==> src/rtl/mbtrain_pkg.sv <==
// Shared MBTRAIN definitions: 4-bit sideband message codes, LINKSPEED state
// encoding and the per-group error-encoding constants.
package mbtrain_pkg;

   localparam logic [3:0] MSG_NONE            = 4'b0000;
   localparam logic [3:0] MSG_START_REQ       = 4'b0001;
   localparam logic [3:0] MSG_START_RESP      = 4'b0010;
   localparam logic [3:0] MSG_ERROR_REQ       = 4'b0011;
   localparam logic [3:0] MSG_ERROR_RESP      = 4'b0100;
   localparam logic [3:0] MSG_REPAIR_REQ      = 4'b0101;
   localparam logic [3:0] MSG_REPAIR_RESP     = 4'b0110;
   localparam logic [3:0] MSG_DEGRADE_REQ     = 4'b0111;
   localparam logic [3:0] MSG_DEGRADE_RESP    = 4'b1000;
   localparam logic [3:0] MSG_DONE_REQ        = 4'b1001;
   localparam logic [3:0] MSG_DONE_RESP       = 4'b1010;
   localparam logic [3:0] MSG_PHYRETRAIN_REQ  = 4'b1011;
   localparam logic [3:0] MSG_PHYRETRAIN_RESP = 4'b1100;

   localparam logic [1:0] ENC_ALL_OK  = 2'b01;
   localparam logic [1:0] ENC_SOME_OK = 2'b10;
   localparam logic [1:0] ENC_NONE_OK = 2'b11;

   typedef enum logic [3:0] {
      ST_IDLE, ST_START_REQ, ST_POINT_TEST, ST_ANALYSE, ST_PHYRETRAIN_REQ,
      ST_DONE_REQ, ST_ERROR_REQ, ST_REPAIR_REQ, ST_DEGRADE_REQ, ST_FINISHED
   } ls_state_e;

endpackage

==> src/rtl/lane_group_reduce.sv <==
// Combinational per-group AND of lane pass bits: a group is functional only
// when every lane in it passed.
module lane_group_reduce #(
   parameter int NUM_LANES = 16,
   parameter int GROUP_W   = 8,
   localparam int NUM_GROUPS = NUM_LANES / GROUP_W
) (
   input  logic [NUM_LANES-1:0]  lanes_i,
   output logic [NUM_GROUPS-1:0] group_ok_o
);

   for (genvar g = 0; g < NUM_GROUPS; g++) begin : g_grp
      assign group_ok_o[g] = &lanes_i[g*GROUP_W +: GROUP_W];
   end

endmodule

==> src/rtl/linkspeed_tx_multi.sv <==
// TX-side MBTRAIN.LINKSPEED sequencer for NUM_LANES lanes in GROUP_W-lane groups.
// Optional request-state timeout is built when LINKSPEED_TIMEOUT_EN is defined.
module linkspeed_tx_multi
   import mbtrain_pkg::*;
#(
   parameter int NUM_LANES   = 16,
   parameter int GROUP_W     = 8,
   parameter int TIMEOUT_CYC = 8000,
   localparam int NUM_GROUPS = NUM_LANES / GROUP_W
) (
   input  logic                  clk,
   input  logic                  rst_n,
   input  logic                  i_en,
   input  logic [1:0]            i_test_mode,
   input  logic [3:0]            i_sideband_message,
   input  logic                  i_rx_valid,
   input  logic                  i_busy_negedge_detected,
   input  logic                  i_point_test_ack,
   input  logic                  i_valid_framing_error,
   input  logic [NUM_LANES-1:0]  i_lanes_result,
   input  logic                  i_from_repair,
   input  logic [NUM_GROUPS-1:0] i_prev_group_ok,
   output logic [3:0]            o_sideband_message,
   output logic                  o_valid_tx,
   output logic                  o_point_test_en,
   output logic [1:0]            o_test_mode,
   output logic [NUM_GROUPS-1:0] o_group_ok,
   output logic [1:0]            o_phyretrain_error_enc,
   output logic                  o_phyretrain_flag,
   output logic                  o_error_flag,
   output logic                  o_repair_flag,
   output logic                  o_degrade_flag,
   output logic                  o_timeout_disable,
   output logic                  o_timeout,
   output logic                  o_test_ack
);

   ls_state_e             state_q, state_d;
   logic [3:0]            msg_q, msg_d;
   logic                  valid_q, valid_d, vset, vclr;
   logic                  pt_q, pt_d, ack_q, ack_d, tdis_q, tdis_d, fe_q, fe_d;
   logic [1:0]            mode_q, mode_d, enc_q, enc_d;
   logic [NUM_GROUPS-1:0] gok_q, gok_d, gok_w;
   logic                  phy_f_q, err_f_q, rep_f_q, deg_f_q;
   logic                  phy_f_d, err_f_d, rep_f_d, deg_f_d;

   lane_group_reduce #(.NUM_LANES(NUM_LANES), .GROUP_W(GROUP_W)) u_reduce (
      .lanes_i    (i_lanes_result),
      .group_ok_o (gok_w)
   );

   function automatic logic rx_is(input logic v, input logic [3:0] m, input logic [3:0] c);
      return v && (m == c);
   endfunction

`ifdef LINKSPEED_TIMEOUT_EN
   localparam int CNT_W = $clog2(TIMEOUT_CYC + 1);
   logic [CNT_W-1:0] cnt_q, cnt_d;
   logic             tmo_q, tmo_d, timed;
   assign timed = state_q inside {ST_START_REQ, ST_PHYRETRAIN_REQ, ST_DONE_REQ,
                                  ST_ERROR_REQ, ST_REPAIR_REQ, ST_DEGRADE_REQ};
`endif

   always_comb begin
      state_d = state_q;
      msg_d   = msg_q;
      vset    = 1'b0;
      vclr    = i_busy_negedge_detected & ~i_rx_valid;
      pt_d    = pt_q;
      tdis_d  = tdis_q;
      mode_d  = mode_q;
      gok_d   = gok_q;
      enc_d   = enc_q;
      fe_d    = fe_q;
      unique case (state_q)
         ST_IDLE: begin
            tdis_d = 1'b0;
            if (i_en) begin
               state_d = ST_START_REQ;
               msg_d   = MSG_START_REQ;
               vset    = 1'b1;
               mode_d  = i_test_mode;
               fe_d    = 1'b0;
            end
         end
         ST_START_REQ:
            if (rx_is(i_rx_valid, i_sideband_message, MSG_START_RESP)) begin
               state_d = ST_POINT_TEST;
               pt_d    = 1'b1;
            end
         ST_POINT_TEST: begin
            fe_d = fe_q | i_valid_framing_error;
            if (i_point_test_ack) begin
               state_d = ST_ANALYSE;
               pt_d    = 1'b0;
               gok_d   = gok_w;
               enc_d   = (&gok_w) ? ENC_ALL_OK : (|gok_w) ? ENC_SOME_OK : ENC_NONE_OK;
            end
         end
         ST_ANALYSE:
            if (fe_q) begin
               state_d = ST_PHYRETRAIN_REQ;
               msg_d   = MSG_PHYRETRAIN_REQ;
               vset    = 1'b1;
            end else if ((i_from_repair && |(i_prev_group_ok & gok_q)) || &gok_q) begin
               // a pre-set exit flag suppresses the DONE code; DONE_REQ then falls through
               state_d = ST_DONE_REQ;
               vset    = ~(phy_f_q | err_f_q | rep_f_q | deg_f_q);
               msg_d   = vset ? MSG_DONE_REQ : MSG_NONE;
            end else begin
               state_d = ST_ERROR_REQ;
               vset    = ~phy_f_q;
               msg_d   = vset ? MSG_ERROR_REQ : MSG_NONE;
            end
         ST_PHYRETRAIN_REQ:
            if (rx_is(i_rx_valid, i_sideband_message, MSG_PHYRETRAIN_RESP)) begin
               state_d = ST_FINISHED;
               tdis_d  = 1'b1;
            end
         ST_DONE_REQ:
            if (phy_f_q | err_f_q | rep_f_q | deg_f_q) begin
               state_d = ST_FINISHED;
               msg_d   = MSG_NONE;
               vclr    = 1'b1;
               tdis_d  = 1'b1;
            end else if (rx_is(i_rx_valid, i_sideband_message, MSG_DONE_RESP)) begin
               state_d = ST_FINISHED;
               tdis_d  = 1'b1;
            end
         ST_ERROR_REQ:
            if (phy_f_q) begin
               state_d = ST_FINISHED;
               msg_d   = MSG_NONE;
               vclr    = 1'b1;
               tdis_d  = 1'b1;
            end else if (rx_is(i_rx_valid, i_sideband_message, MSG_ERROR_RESP)) begin
               state_d = (|gok_q) ? ST_REPAIR_REQ : ST_DEGRADE_REQ;
               msg_d   = (|gok_q) ? MSG_REPAIR_REQ : MSG_DEGRADE_REQ;
               vset    = 1'b1;
            end
         ST_REPAIR_REQ:
            if (phy_f_q | deg_f_q) begin
               state_d = ST_FINISHED;
               msg_d   = MSG_NONE;
               vclr    = 1'b1;
               tdis_d  = 1'b1;
            end else if (rx_is(i_rx_valid, i_sideband_message, MSG_REPAIR_RESP)) begin
               state_d = ST_FINISHED;
               tdis_d  = 1'b1;
            end
         ST_DEGRADE_REQ:
            if (phy_f_q) begin
               state_d = ST_FINISHED;
               msg_d   = MSG_NONE;
               vclr    = 1'b1;
               tdis_d  = 1'b1;
            end else if (rx_is(i_rx_valid, i_sideband_message, MSG_DEGRADE_RESP)) begin
               state_d = ST_FINISHED;
               tdis_d  = 1'b1;
            end
         ST_FINISHED: ;
         default: state_d = ST_IDLE;
      endcase
`ifdef LINKSPEED_TIMEOUT_EN
      tmo_d = 1'b0;
      if (timed && !tdis_q && cnt_q == CNT_W'(TIMEOUT_CYC - 1)) begin
         tmo_d   = 1'b1;
         state_d = ST_FINISHED;
         msg_d   = MSG_NONE;
         vset    = 1'b0;
         vclr    = 1'b1;
      end
`endif
      if (!i_en && state_q != ST_IDLE) begin
         state_d = ST_IDLE;
         msg_d   = MSG_NONE;
         vset    = 1'b0;
         vclr    = 1'b1;
         pt_d    = 1'b0;
`ifdef LINKSPEED_TIMEOUT_EN
         tmo_d   = 1'b0;
`endif
      end
      valid_d = vclr ? 1'b0 : (vset | valid_q);
      ack_d   = (state_d == ST_FINISHED);
`ifdef LINKSPEED_TIMEOUT_EN
      cnt_d = (state_d != state_q) ? '0 : (timed && !tdis_q) ? cnt_q + 1'b1 : cnt_q;
`endif
   end

   // flags see both our own transmitted request and the remote's request
   always_comb begin
      phy_f_d = phy_f_q | rx_is(i_rx_valid, i_sideband_message, MSG_PHYRETRAIN_REQ)
                        | rx_is(valid_q, msg_q, MSG_PHYRETRAIN_REQ);
      err_f_d = err_f_q | rx_is(i_rx_valid, i_sideband_message, MSG_ERROR_REQ)
                        | rx_is(valid_q, msg_q, MSG_ERROR_REQ);
      rep_f_d = rep_f_q | rx_is(i_rx_valid, i_sideband_message, MSG_REPAIR_REQ)
                        | rx_is(valid_q, msg_q, MSG_REPAIR_REQ);
      deg_f_d = deg_f_q | rx_is(i_rx_valid, i_sideband_message, MSG_DEGRADE_REQ)
                        | rx_is(valid_q, msg_q, MSG_DEGRADE_REQ);
      if (state_q == ST_IDLE) begin
         phy_f_d = 1'b0;
         err_f_d = 1'b0;
         rep_f_d = 1'b0;
         deg_f_d = 1'b0;
      end
   end

   always_ff @(posedge clk or negedge rst_n) begin
      if (!rst_n) begin
         state_q <= ST_IDLE;
         msg_q   <= MSG_NONE;
         valid_q <= 1'b0;
         pt_q    <= 1'b0;
         ack_q   <= 1'b0;
         tdis_q  <= 1'b0;
         fe_q    <= 1'b0;
         mode_q  <= '0;
         gok_q   <= '0;
         enc_q   <= '0;
         phy_f_q <= 1'b0;
         err_f_q <= 1'b0;
         rep_f_q <= 1'b0;
         deg_f_q <= 1'b0;
      end else begin
         state_q <= state_d;
         msg_q   <= msg_d;
         valid_q <= valid_d;
         pt_q    <= pt_d;
         ack_q   <= ack_d;
         tdis_q  <= tdis_d;
         fe_q    <= fe_d;
         mode_q  <= mode_d;
         gok_q   <= gok_d;
         enc_q   <= enc_d;
         phy_f_q <= phy_f_d;
         err_f_q <= err_f_d;
         rep_f_q <= rep_f_d;
         deg_f_q <= deg_f_d;
      end
   end

`ifdef LINKSPEED_TIMEOUT_EN
   always_ff @(posedge clk or negedge rst_n) begin
      if (!rst_n) begin
         cnt_q <= '0;
         tmo_q <= 1'b0;
      end else begin
         cnt_q <= cnt_d;
         tmo_q <= tmo_d;
      end
   end
   assign o_timeout = tmo_q;
`else
   assign o_timeout = 1'b0;
`endif

   assign o_sideband_message     = msg_q;
   assign o_valid_tx             = valid_q;
   assign o_point_test_en        = pt_q;
   assign o_test_mode            = mode_q;
   assign o_group_ok             = gok_q;
   assign o_phyretrain_error_enc = enc_q;
   assign o_phyretrain_flag      = phy_f_q;
   assign o_error_flag           = err_f_q;
   assign o_repair_flag          = rep_f_q;
   assign o_degrade_flag         = deg_f_q;
   assign o_timeout_disable      = tdis_q;
   assign o_test_ack             = ack_q;

endmodule

==> config.mk <==
export PLATFORM = sky130hd
export DESIGN_NAME = linkspeed_tx_multi
export DESIGN_NICKNAME = d
export VERILOG_FILES = /design/src/rtl/mbtrain_pkg.sv /design/src/rtl/lane_group_reduce.sv /design/src/rtl/linkspeed_tx_multi.sv
export SDC_FILE = /design/constraint.sdc
export NUM_CORES = 1
export LEC_CHECK = 0
export CORE_ASPECT_RATIO = 2
export CORE_MARGIN = 3
export CORE_UTILIZATION = 41
export CTS_CLUSTER_SIZE = 24
export DETAILED_ROUTE_END_ITERATION = 6
export GPL_ROUTABILITY_DRIVEN = 0
export GPL_TIMING_DRIVEN = 0
export PLACE_DENSITY = 0.81
export SYNTH_ARGS = -nofsm -noshare
export SYNTH_HDL_FRONTEND = slang
export SYNTH_HIERARCHICAL = 1
export SYNTH_SLANG_ARGS = --single-unit
==> constraint.sdc <==
create_clock -name clk -period 1.7 [get_ports clk]
set_input_delay 0.425 -clock clk [delete_from_list [all_inputs] [get_ports clk]]
set_output_delay 0.425 -clock clk [all_outputs]
set_load 0.05 [all_outputs]
==> out/results.ini <==
[worst_setup_path]
crit_slowest_cell = or4_4
r2r_slack_ns = -0.08
path_delay_family = compound AO/OA/AOI/OAI gates
crit_fanout = 6
critPathArrivalTime_ns = 1.98
crit_type = reg -> reg
critPathBufInv = 0
required_ns = 1.90
crit-reg2reg-capture = o_sideband_message[0]$_DFFE_PN0P_
startpoint_type = flop
end_kind = flop
r2r-start = o_error_flag$_DFF_PN0_
cp_cell_sequence = or4_4 > o31a_1 > o211ai_4 > o21ai_2 > a41oi_2
r2r_cells = 5
critPathMaxStageDelay_ns = 0.59

[clock_tree]
cts_root_buf = clkbuf_8
tritoncts = built
postCtsHoldBufs = 0
cts_buffers = 3
cts_buffer_depth = 2
cts.sinks = 23
clkTransAtPathRegs_ns = 0.09
htreeDepth = 1
clk_latency_ns = 0.27

[timing]
setup_viol = 7
rsz0062_at_grt = yes
skew_ns = 0.00529
finalSetupTns_ns = -0.452
setup_ws_ns = -0.0847
max_slew_margin = 0.308
hold_violations = 0
tightest_slew_ns = 1.03
drv_slew = 0
fin_crit_ns = 1.78
fmax_mhz = 560
finalCritPeriodShare = 1.05

[die]
core_area_mm2 = 0.00349
die_w_um = 49.2
start_util = 0.439
die_h_um = 92.5
rows = 30
pin_count = 51
dieArea_mm2 = 0.00455

[power_and_ir_drop]
p_int_uw = 1670
leakage_uw = 0.000958
vdd_ir_drop_max_mv = 0.827
clockPowerShare = 0.106
switching_share = 0.499
p_switching_uw = 1670
power_frac_seq = 0.240
fin_total_pwr_uw = 3340
pwr_density_cell_mw_per_mm2 = 1440
pwr-share-comb = 0.654

[cells_and_area]
nNetsFinal = 275
stdcell_count = 289
diodes = 0
drive_above_1_share = 0.232
synthToLayoutAreaGrowth_pct = 50.8
fillers = 299

[grt]
grt_pass1_vias = 1681
gr-usage-all-layers = 0.221
gr-total-overflow = 0
grt_max_degree = 24
grt_pass1_wl_um = 7850
antenna_found_initial = 0

[outcome]
status = finished, violations left
violations = setup timing

[route]
drt_iter0_markers = 52
num_vias = 1713
dr.pass1.iters = 7
wl_per_cell_um = 17.0
drtAntennaViolNets = 0
drc = 0
viasPerCell = 5.93
drt_wl_total_um = 4920

[hold_path]
holdPathEnd = o_test_mode[0]$_DFFE_PN0P_
min_path_cells = 1
hp-class = reg -> reg
worstHoldStart = o_test_mode[0]$_DFFE_PN0P_

[logic_synthesis]
syn_area_mm2 = 0.00153
ys_async_sr_fraction = 1.00
syn-num-nets = 216
synth-warning-count = 6
seq_area_frac_synth = 0.376
avgSynthCellArea_um2 = 8.38
synthDistinctLibCells = 52
syn_inst = 183
ys_ff_latch = 23
synth_edf_count = 0
ys.flop_type = dfrtp_1

[place]
portBuffers = 48
dp_hpwl_um = 3540
pre_cts_slack_ns = -0.806
placedCellCount = 279

[job]
drv_cap = 0

## power groups by stage
stage	Sequential, uW	Combinational [uW]	Clock (uW)
after CTS	799	2000	362
after global routing	824	2340	378
final	801	2180	353
after floorplan	1170	967	0
after global placement	815	1850	0
after detailed placement	820	1860	0
## synth_stat cells (4+ instances only)
cell type	count	area, um^2
buf_2	7	35.0
mux2_1	4	45.0
nand4_1	5	31.3
nand3_1	5	25.0
a211oi_1	4	30.0
a31oi_1	6	37.5
dfrtp_1	23	576
nor3_1	5	25.0
o21ai_0	7	35.0
nor2b_1	6	37.5
o21ai_1	7	35.0
a21oi_1	19	95.1
nor2_1	22	82.6
nand2_1	15	56.3
## timing repair
action,in CTS,in global routing
setup endpoints to repair,33,17
gates cloned,0,0
resized for setup,42,34
pin swaps,6,2
buffers inserted,4,2
## how the worst max path moves through the flow
| stage | from | end | slack, ns | cells after the start |
|---|---|---|---|---|
| final | o_error_flag$_DFF_PN0_ | o_sideband_message[0]$_DFFE_PN0P_ | -0.08 | 5 |
| after global routing | state_q[0]$_DFF_PN0_ | o_sideband_message[1]$_DFFE_PN0P_ | -0.18 | 7 |
| after CTS | o_error_flag$_DFF_PN0_ | o_sideband_message[0]$_DFFE_PN0P_ | -0.07 | 5 |
| after detailed placement | i_sideband_message[1] | o_test_ack$_DFF_PN0_ | -0.81 | 6 |
| after global placement | i_sideband_message[1] | o_test_ack$_DFF_PN0_ | -0.84 | 6 |
| after floorplan | o_error_flag$_DFF_PN0_ | o_sideband_message[0]$_DFFE_PN0P_ | -0.09 | 5 |
## metal layers
metal / GRT usage / up-vias / wire length, um
met5: 0 / - / 0
met4: 0.159 / 0 / 272
met3: 0.0161 / 25 / 219
met2: 0.414 / 86 / 2810
met1: 0.220 / 801 / 1610
li1: - / 801 / -
## area by class of cell
| cell class | count | area, um^2 | share of cell area |
|---|---|---|---|
| Multi-Input combinational cell | 146 | 1050 | 0.455 |
| Sequential cell | 23 | 579 | 0.251 |
| Clock buffer | 3 | 41.3 | 0.0179 |
| Clock inverter | 1 | 7.51 | 0.00325 |
| Tap cell | 48 | 60.1 | 0.0260 |
| Timing Repair Buffer | 54 | 484 | 0.210 |
| Inverter | 4 | 15.0 | 0.00650 |
| Buffer | 10 | 72.6 | 0.0314 |
## placed cells by master, fill, tap and decap left out, types with 2 or more instances in the layout
cell type,Yosys,routed
nand3b_1,2,2
a21boi_1,3,2
nor3_1,5,2
o21ai_0,7,6
o21ai_2,1,2
a211oi_1,4,3
nand3_2,0,2
a21oi_1,19,16
nor3_2,0,3
a21oi_2,0,2
nand2_1,15,15
clkdlybuf4s15_1,0,2
nor2_1,22,19
or2_1,2,2
buf_4,1,8
and3_1,2,2
a31oi_1,6,5
clkbuf_4,0,5
nand4_1,5,5
o21ai_1,7,7
dlygate4sd2_1,0,17
nor2_2,0,2
inv_1,2,2
clkdlybuf4s50_1,0,25
dfrtp_2,0,3
clkbuf_2,0,5
a311oi_1,2,2
mux2_1,4,4
nand3_1,5,3
dfrtp_1,23,20
nor2b_1,6,5
clkbuf_8,0,3
## cell families after synthesis
logic type                 Yosys count  synth area share
adders and majority gates            1           0.00816
buffers and inverters               14            0.0424
other                                1           0.00245
AOI/OAI and AO/OA                   63             0.269
and+or+nand+nor                     77             0.273
DFF                                 23             0.376
muxes                                4            0.0294
## flip-flops by register name, summed over array words and instances (netlist names)
signal and cells:
o_test_ack 1, o_error_flag 1, o_group_ok 2, fe_q 1
o_degrade_flag 1, o_point_test_en 1, o_test_mode 2, o_repair_flag 1
o_phyretrain_flag 1, o_phyretrain_error_enc 2, state_q 4, o_timeout_disable 1
o_valid_tx 1, o_sideband_message 4
## per-stage QoR
step                       util  area [um^2]  hold slack, ns
final                     0.662         2310           0.497
after floorplan               -         1540           0.129
after CTS                 0.636         2220           0.501
after global routing      0.662         2310           0.532
after detailed placement  0.596         2080           0.484
after global placement    0.596         2080           0.468
No activity file was read; power rests on OpenSTA's default activity.
